<file path="src/rtl/cmd_arb.sv">
// cmd_arb: command arbiter/sequencer sharing cmd_proc between the UART and tour command sources.
//   clk, rst              : clock, synchronous active-high reset
//   cmd_UART/cmd_rdy_UART : UART command word and its pending level; clr_UART pulses when consumed
//   tour_cmd/tour_rdy     : tour command word and pending level; tour_last marks the final move
//   tour_ack              : pulse, tour move completed
//   cmd/cmd_rdy           : registered command to cmd_proc; clr_cmd_rdy accepts, send_resp completes
//   resp/trmt/tx_done     : response byte, transmit pulse, transmit-done pulse
//   tour_busy/abort       : tour mode level, abort pulse
//   Define CMD_ARB_WDOG_EN to include the WAIT watchdog (0xE0 abort).
module cmd_arb #(
    parameter int FAST_SIM = 1,
    parameter int WDOG_W   = 26
) (
    input  logic        clk,
    input  logic        rst,
    input  logic [15:0] cmd_UART,
    input  logic        cmd_rdy_UART,
    output logic        clr_UART,
    input  logic [15:0] tour_cmd,
    input  logic        tour_rdy,
    input  logic        tour_last,
    output logic        tour_ack,
    output logic [15:0] cmd,
    output logic        cmd_rdy,
    input  logic        clr_cmd_rdy,
    input  logic        send_resp,
    output logic [7:0]  resp,
    output logic        trmt,
    input  logic        tx_done,
    output logic        tour_busy,
    output logic        abort
);
    typedef enum logic [1:0] {IDLE, ISSUE, WAIT, RESP} state_t;
    localparam logic [WDOG_W-1:0] WDOG_T = (FAST_SIM != 0) ? WDOG_W'(4095) : {WDOG_W{1'b1}};
    state_t      state_q, state_d;
    logic [15:0] cmd_q, cmd_d;
    logic [7:0]  resp_q, resp_d;
    logic        cmd_rdy_q, cmd_rdy_d, trmt_q, trmt_d, tour_ack_q, tour_ack_d;
    logic        clr_uart_q, clr_uart_d, abort_q, abort_d, src_q, src_d, last_q, last_d;
    logic        tour_mode_q, tour_mode_d, stop_pend_q, stop_pend_d;
    logic        uart_new, tour_take, stop_req, stop_now, done, wdog_exp;
    // cmd_rdy_UART stays high for a cycle after clr_UART while the wrapper clears it
    assign uart_new  = cmd_rdy_UART && !clr_uart_q;
    // in tour mode UART commands are swallowed, except that a waiting tour move wins in IDLE
    assign tour_take = tour_mode_q && uart_new && !(state_q == IDLE && tour_rdy);
    assign stop_req  = tour_take && cmd_UART[15:12] == 4'hF;
    // a STOP seen during RESP is held until the current byte has gone out
    assign stop_now  = (stop_req && (state_q != RESP || tx_done)) || (state_q == RESP && tx_done && stop_pend_q);
    assign done      = (state_q == ISSUE || state_q == WAIT) && send_resp;
`ifdef CMD_ARB_WDOG_EN
    logic [WDOG_W-1:0] wdog_q, wdog_d;
    assign wdog_d   = (state_q == WAIT) ? wdog_q + 1'b1 : '0;
    assign wdog_exp = state_q == WAIT && wdog_q == WDOG_T && !send_resp;
    always_ff @(posedge clk)
        wdog_q <= rst ? '0 : wdog_d;
`else
    logic [WDOG_W-1:0] unused_wdog_t;
    assign unused_wdog_t = WDOG_T;
    assign wdog_exp      = 1'b0;
`endif
    always_comb begin
        state_d     = state_q;
        cmd_d       = cmd_q;
        cmd_rdy_d   = cmd_rdy_q;
        resp_d      = resp_q;
        trmt_d      = 1'b0;
        tour_ack_d  = 1'b0;
        clr_uart_d  = tour_take;
        abort_d     = 1'b0;
        src_d       = src_q;
        last_d      = last_q;
        tour_mode_d = tour_mode_q;
        stop_pend_d = stop_pend_q;
        case (state_q)
            IDLE: begin
                if (!tour_mode_q && uart_new) begin
                    cmd_d      = cmd_UART;
                    cmd_rdy_d  = 1'b1;
                    clr_uart_d = 1'b1;
                    src_d      = 1'b0;
                    state_d    = ISSUE;
                end else if (tour_rdy) begin
                    cmd_d       = tour_cmd;
                    last_d      = tour_last;
                    cmd_rdy_d   = 1'b1;
                    src_d       = 1'b1;
                    tour_mode_d = 1'b1;
                    state_d     = ISSUE;
                end
            end
            ISSUE: begin
                if (clr_cmd_rdy) begin
                    cmd_rdy_d = 1'b0;
                    state_d   = WAIT;
                end
            end
            RESP: state_d = tx_done ? IDLE : RESP;
            default: ;
        endcase
        // send_resp in ISSUE acts as accept plus completion
        if (done) begin
            resp_d      = (src_q && !last_q) ? 8'h5A : 8'hA5;
            trmt_d      = 1'b1;
            tour_ack_d  = src_q;
            cmd_rdy_d   = 1'b0;
            tour_mode_d = tour_mode_q && !(src_q && last_q);
            state_d     = RESP;
        end
        if (stop_now || wdog_exp) begin
            abort_d     = 1'b1;
            tour_mode_d = 1'b0;
            cmd_rdy_d   = 1'b0;
            resp_d      = stop_now ? 8'hE1 : 8'hE0;
            trmt_d      = 1'b1;
            tour_ack_d  = 1'b0;
            stop_pend_d = 1'b0;
            state_d     = RESP;
        end else if (stop_req) begin
            stop_pend_d = 1'b1;
        end
    end
    always_ff @(posedge clk) begin
        if (rst) begin
            state_q     <= IDLE;
            cmd_q       <= '0;
            resp_q      <= '0;
            cmd_rdy_q   <= 1'b0;
            trmt_q      <= 1'b0;
            tour_ack_q  <= 1'b0;
            clr_uart_q  <= 1'b0;
            abort_q     <= 1'b0;
            src_q       <= 1'b0;
            last_q      <= 1'b0;
            tour_mode_q <= 1'b0;
            stop_pend_q <= 1'b0;
        end else begin
            state_q     <= state_d;
            cmd_q       <= cmd_d;
            resp_q      <= resp_d;
            cmd_rdy_q   <= cmd_rdy_d;
            trmt_q      <= trmt_d;
            tour_ack_q  <= tour_ack_d;
            clr_uart_q  <= clr_uart_d;
            abort_q     <= abort_d;
            src_q       <= src_d;
            last_q      <= last_d;
            tour_mode_q <= tour_mode_d;
            stop_pend_q <= stop_pend_d;
        end
    end
    assign cmd       = cmd_q;
    assign cmd_rdy   = cmd_rdy_q;
    assign resp      = resp_q;
    assign trmt      = trmt_q;
    assign tour_ack  = tour_ack_q;
    assign clr_UART  = clr_uart_q;
    assign abort     = abort_q;
    assign tour_busy = tour_mode_q;
endmodule
</file>
<file path="config.mk">
export PLATFORM = sky130hd
export DESIGN_NAME = cmd_arb
export DESIGN_NICKNAME = d
export VERILOG_FILES = /design/src/rtl/cmd_arb.sv
export SDC_FILE = /design/constraint.sdc
export NUM_CORES = 1
export LEC_CHECK = 0
export BUFFER_PORTS_ARGS = -buffer_cell sky130_fd_sc_hd__clkbuf_2
export CORE_MARGIN = 8
export CORE_UTILIZATION = 47
export CTS_BUF_LIST = sky130_fd_sc_hd__clkbuf_2 sky130_fd_sc_hd__clkbuf_4 sky130_fd_sc_hd__clkbuf_8
export DETAILED_ROUTE_END_ITERATION = 12
export PLACE_DENSITY = 0.77
export SLEW_MARGIN = 20
export SYNTH_ARGS = -nofsm -noshare
export SYNTH_HDL_FRONTEND = slang
export SYNTH_SLANG_ARGS = --single-unit
</file>
<file path="constraint.sdc">
create_clock -name clk -period 2.3 [get_ports clk]
set_clock_uncertainty 0.1 [all_clocks]
set_input_delay 0.115 -clock clk [delete_from_list [all_inputs] [get_ports clk]]
set_output_delay 0.115 -clock clk [all_outputs]
set_load 0.05 [all_outputs]
</file>
==> results of run 1 <==
cells in the final DEF, fill, tap and decap left out, types with 2 or more instances in the layout:
cell,instances
a211oi_1,4
a21oi_1,6
a311oi_1,16
and4bb_2,2
buf_4,4
clkbuf_2,69
clkbuf_4,6
dfxtp_1,31
dlygate4sd3_1,34
ha_1,3
inv_1,2
nand2_1,39
nand2b_1,2
nand3_1,4
nor2_1,21
nor3_1,4
o21ai_0,3
or2_2,2
tightest hold or removal path: cells and delay by family:
kind,cells,cell delay [ps]
AOI/OAI and AO/OA,1,80
buffers and inverters,1,80
and+or+nand+nor,2,170
metal layers:
layer / vias up / global-route usage / share of wire
li1: 805 / - / -
met1: 736 / 0.171 / 0.38
met2: 55 / 0.311 / 0.50
met3: 9 / 0.0753 / 0.095
met4: 0 / 0.0670 / 0.020
met5: - / 0 / 0
cell families after synthesis:
kind of cell / Yosys count / synth area share
AND/OR/NAND/NOR: 81 / 0.257
AO/OA/AOI/OAI: 39 / 0.219
flip-flops: 31 / 0.432
buffers and inverters: 17 / 0.0662
adder cells (fa/ha/maj): 3 / 0.0261
area by class of cell:
| class | count | area (sq um) |
|---|---|---|
| clock buffers | 6 | 45.0 |
| fillers | 234 | 818 |
| inverters | 2 | 7.51 |
| multi-input cells | 123 | 729 |
| flip-flops and latches | 31 | 621 |
| well taps | 33 | 41.3 |
| repair buffers | 107 | 716 |
worst min path at each step:
stage                            from      end  slack, ps  cells after the start
after floorplan                   rst  cmd_rdy        110                      1
after global placement      tour_last   last_q        260                      3
after detailed placement  cmd_UART[5]   cmd[5]        270                      3
after CTS                 clr_cmd_rdy  cmd_rdy         80                      4
after global routing      clr_cmd_rdy  cmd_rdy        100                      4
final                     clr_cmd_rdy  cmd_rdy         80                      4
what timing repair did:
item                                   CTS  global route
hold buffers                            34             0
setup endpoints to repair                0             5
gates resized for setup                  0             2
buffers inserted                         0             0
endpoints found under the hold margin   18             0
power breakdown:
| group | switching, mW | total, mW | internal, mW | leakage [nW] |
|---|---|---|---|---|
| registers | 0.105 | 0.806 | 0.701 | 0.255 |
| clock network | 0.163 | 0.283 | 0.120 | 0.0276 |
| logic | 1.03 | 1.53 | 0.495 | 0.708 |
==> metrics, run 1 <==
status finished clean; post-synth cell types 34; vias in the first global route 1609; Routed Antenna Nets 0; FF-to-FF Start state_q[0]; layout cells sized above 1 0.323; max incr delay on CP 590 ps; Post-synth top cells nand2_1, dfxtp_1, nor2_1; num rows 20; Initial Util 0.483; Syn Area/Cell 8.41 sq um; die height 71.3 microns; First DRT Iteration DRCs 100; Core ar. 2980 sq um; Remaining DRCs 0; Final GP Congestion 0.829; first-pass GRT wire length 7220 microns; flop2flop setup slack 230 ps; Total Routed Length 4380 microns; Slew Viols, Final 0; max reg flops 16; clk root buf clkbuf_4; critical path fanouts, max 12; Setup WS post-layout 227 ps; Rel. slew slack 0.592; dpl ws 440 ps; Least-Margin Pin Slew 612 ps; Avg Vias per Cell 5.31; Min Hold Slack 83.7 ps; FF-to-FF path depth 6; post-layout util 0.725; Max Freq 482 MHz; CTS Buf Count 5; Die ar. 5080 sq um; Area after DPL 1770 sq um; ys flop type dfxtp_1; fin crit share 0.901; TritonCTS clock tree built; post-synthesis sequential area ratio 0.432; Tot GR Track Use 0.173; Port Buffer Count 69; aggregate global routing overflow 0; DP HPWL 2870 microns; largest net degree at the start of global routing 32; maximum clock path buffer count 2; number of synthesized flops with an enable pin 0; Sink Count 31; fin area 2160 sq um; VDD IR-drop max 0.000612 V; Yosys reg bits 31; I/O pin count 70; CP bufs+invs 2; max cap viols 0; syn_nets 214; area delta synth->final 50.2%; Critical Path End cmd[2]; H-tree Lvls 2; CP max-delay cell dlygate4sd3_1; post-route minimum period 2070 ps; final setup fails 0; crit-path leading delay family buffers and inverters; Crit Path Class reg -> reg; Async SR Flop Fraction 0; initial antenna violation count 0; RSZ-0062 raised after global routing false; Worst setup EP type register; Leakage Power 0.991 nW; largest cells by area after synthesis dfxtp_1, nand2_1, a311oi_1; TNS Setup 0 ps; ANT cells 0; synthesized instance count 171; Worst Setup Start Kind register; routed len/inst 14.5 microns; Crit path arrival time 2240 ps; Hold/Removal Path Class in -> reg; Design Power 2.62 mW; Skew-Pair Late Insertion Delay 320 ps; routed via count 1605; Inst Count DP 262; final hold violations 0; NumNets Final 313; post-synth top area share 0.432; Yosys top cell by area dfxtp_1; most frequent cell after synthesis nand2_1; TritonRoute pass-1 iters 5; Critical Path Stages 6; YS warnings 0; power density cells 1210 nW/um^2; Die Wd 71.3 microns; WP data required 2470 ps; Non-Filler Instances 302; Mapped Area 1440 sq um; Clk pin slew, worst setup/hold paths 90 ps; worst setup path start state_q[0]; reg2reg end cmd[2]; crit-path cells inv_1 > ha_1 > o21a_4 > nor2_1 > a311oi_1 > dlygate4sd3_1
Power figures use the tool's default switching activity.
==> inputs of run 2 (changes only) <==
- BUFFER_PORTS_ARGS: -buffer_cell sky130_fd_sc_hd__clkbuf_2 -> -buffer_cell sky130_fd_sc_hd__buf_2
==> run 2 against run 1 <==
Effect of this change:
- register-to-register slack lost 90 ps
- maximum frequency shrank 4.1%
- largest power group unchanged
- combinational power is essentially flat
- critical path type unchanged
- via count grew 0.87%
- largest cell class unchanged
==> metrics, run 2 (synthesized netlist as in run 1, its figures left out) <==
die height 71.3 microns (unchanged); Total Routed Length 4500 microns (+2.6%); clk root buf clkbuf_4; final hold violations 0 (unchanged); power density cells 1210 nW/um^2 (+0.15%); Core ar. 2980 sq um (unchanged); final setup fails 0 (unchanged); I/O pin count 70 (unchanged); Die ar. 5080 sq um (unchanged); Port Buffer Count 69 (unchanged); Clk pin slew, worst setup/hold paths 90 ps (about the same); Sink Count 31 (unchanged); DP HPWL 2780 microns (-3.1%); Net Sw Frac 0.498 (+0.000801); Clock power frac 0.113 (+0.005); Inst Count DP 262 (unchanged); Crit Path Class reg -> reg; post-layout util 0.724 (-0.00126); Avg Vias per Cell 5.34 (+0.54%); NumNets Final 313 (unchanged); Design Power 2.62 mW (about the same); aggregate global routing overflow 0 (unchanged); TritonCTS clock tree built; largest net degree at the start of global routing 32 (unchanged); VDD IR-drop max 0.000633 V (+3.4%); routed via count 1619 (+0.87%); crit-path cells inv_1 > ha_1 > o21a_2 > nor2_1 > a311oi_1 > dlygate4sd3_1; Rel. slew slack 0.620 (+0.0284); RSZ-0062 raised after global routing false; Hold/Removal Path Class in -> reg; sequential share of power 0.304 (-0.004); Crit path arrival time 2330 ps (+90 ps); WP data required 2470 ps (about the same); H-tree Lvls 2 (unchanged); TNS Setup 0 ps (unchanged); Initial Util 0.483 (unchanged); status finished clean; max reg flops 16 (unchanged); routed len/inst 14.8 microns (+2.3%); layout cells sized above 1 0.323 (unchanged); Leakage Power 1.00 nW (+0.85%); Max Freq 462 MHz (-4.1%); critical path fanouts, max 12 (unchanged); vias in the first global route 1657 (+3.0%); Worst setup EP type register; Least-Margin Pin Slew 570 ps (-42.5 ps); Slew Viols, Final 0 (unchanged); Skew-Pair Late Insertion Delay 330 ps (about the same); CP bufs+invs 2 (unchanged); commonest non-fill, non-tap cell in the layout buf_2; post-CTS setup buffers 0 (unchanged); First DRT Iteration DRCs 106 (+6.0%); crit-path leading delay family buffers and inverters; num rows 20 (unchanged); initial antenna violation count 0 (unchanged); Routed Antenna Nets 0 (unchanged); fin crit share 0.940 (+0.0389); TritonRoute pass-1 iters 4 (-1); Power Internal 1.31 mW (-0.18%); maximum clock path buffer count 2 (unchanged); Final GP Congestion 0.817 (-1.4%); Net Switching 1.30 mW (+0.14%); combinational share of power 0.583 (about the same); max incr delay on CP 610 ps (+20 ps); max cap viols 0 (unchanged); area delta synth->final 50.0%; CTS Buf Count 5 (unchanged); commonest non-fill, non-tap cells in the layout buf_2, nand2_1, dlygate4sd3_1, dfxtp_1, nor2_1; Non-Filler Instances 303 (+0.33%); fillcell total 220 (-6.0%); Worst Setup Start Kind register; CP max-delay cell dlygate4sd3_1; Remaining DRCs 0 (unchanged); first-pass GRT wire length 7300 microns (+1.1%); post-route minimum period 2160 ps (+89.4 ps); Die Wd 71.3 microns (unchanged); Tot GR Track Use 0.179 (+0.00598)
-- run 2: area by class of cell --
cell class | instances | area, sq um | share of cell area
clock buffer | 6 | 45.0 | 0.0209
antenna | 1 | 2.50 | 0.00116
inverter | 2 | 7.51 | 0.00348
tap | 33 | 41.3 | 0.0192
sequential | 31 | 621 | 0.288
timing repair buffer | 107 | 716 | 0.332
multi-input combinational | 123 | 723 | 0.335
-- run 2: worst paths after layout --
path | endpoint | from | slack [ps] | depth (start not counted)
worst max-delay path | cmd[15] | state_q[1] | 140 | 6
worst min-delay path | clr_UART | tour_rdy | 70 | 3
worst max register to register | cmd[15] | state_q[1] | 140 | 6
worst min register to register | resp[6] | resp[6] | 380 | 2
-- run 2: routing by layer --
layer,GRT usage,share of wire
met5,0,0
met3,0.0879,0.084
met1,0.179,0.40
met4,0.0739,0.014
met2,0.310,0.50
-- run 2: per-stage QoR --
stage | cell area [sq um] | setup slack [ps] | hold slack (ps)
after floorplan | 1440 | 513 | 107
after global placement | 1770 | 474 | 270
after detailed placement | 1770 | 438 | 283
after CTS | 2150 | 121 | 54.2
after global routing | 2150 | 28.6 | 74.7
final | 2160 | 138 | 65.2
-- run 2: worst min-delay path: stages --
cell and delay, ps:
buf_2 160, a21o_1 130, a21oi_1 50
-- run 2: repair_timing --
action                     4_1_cts  5_1_grt
hold endpoints to repair        18        0
resized for setup                0        1
setup endpoints to repair        0        4
hold buffers                    34        0
-- run 2: power by group through the flow --
stage,sequential (mW),combinational (mW),clock [mW]
2_1_floorplan,1.28,0.665,0
3_3_place_gp,0.804,1.42,0
3_5_place_dp,0.805,1.43,0
4_1_cts,0.795,1.52,0.298
5_1_grt,0.819,1.64,0.332
6_report,0.796,1.53,0.296
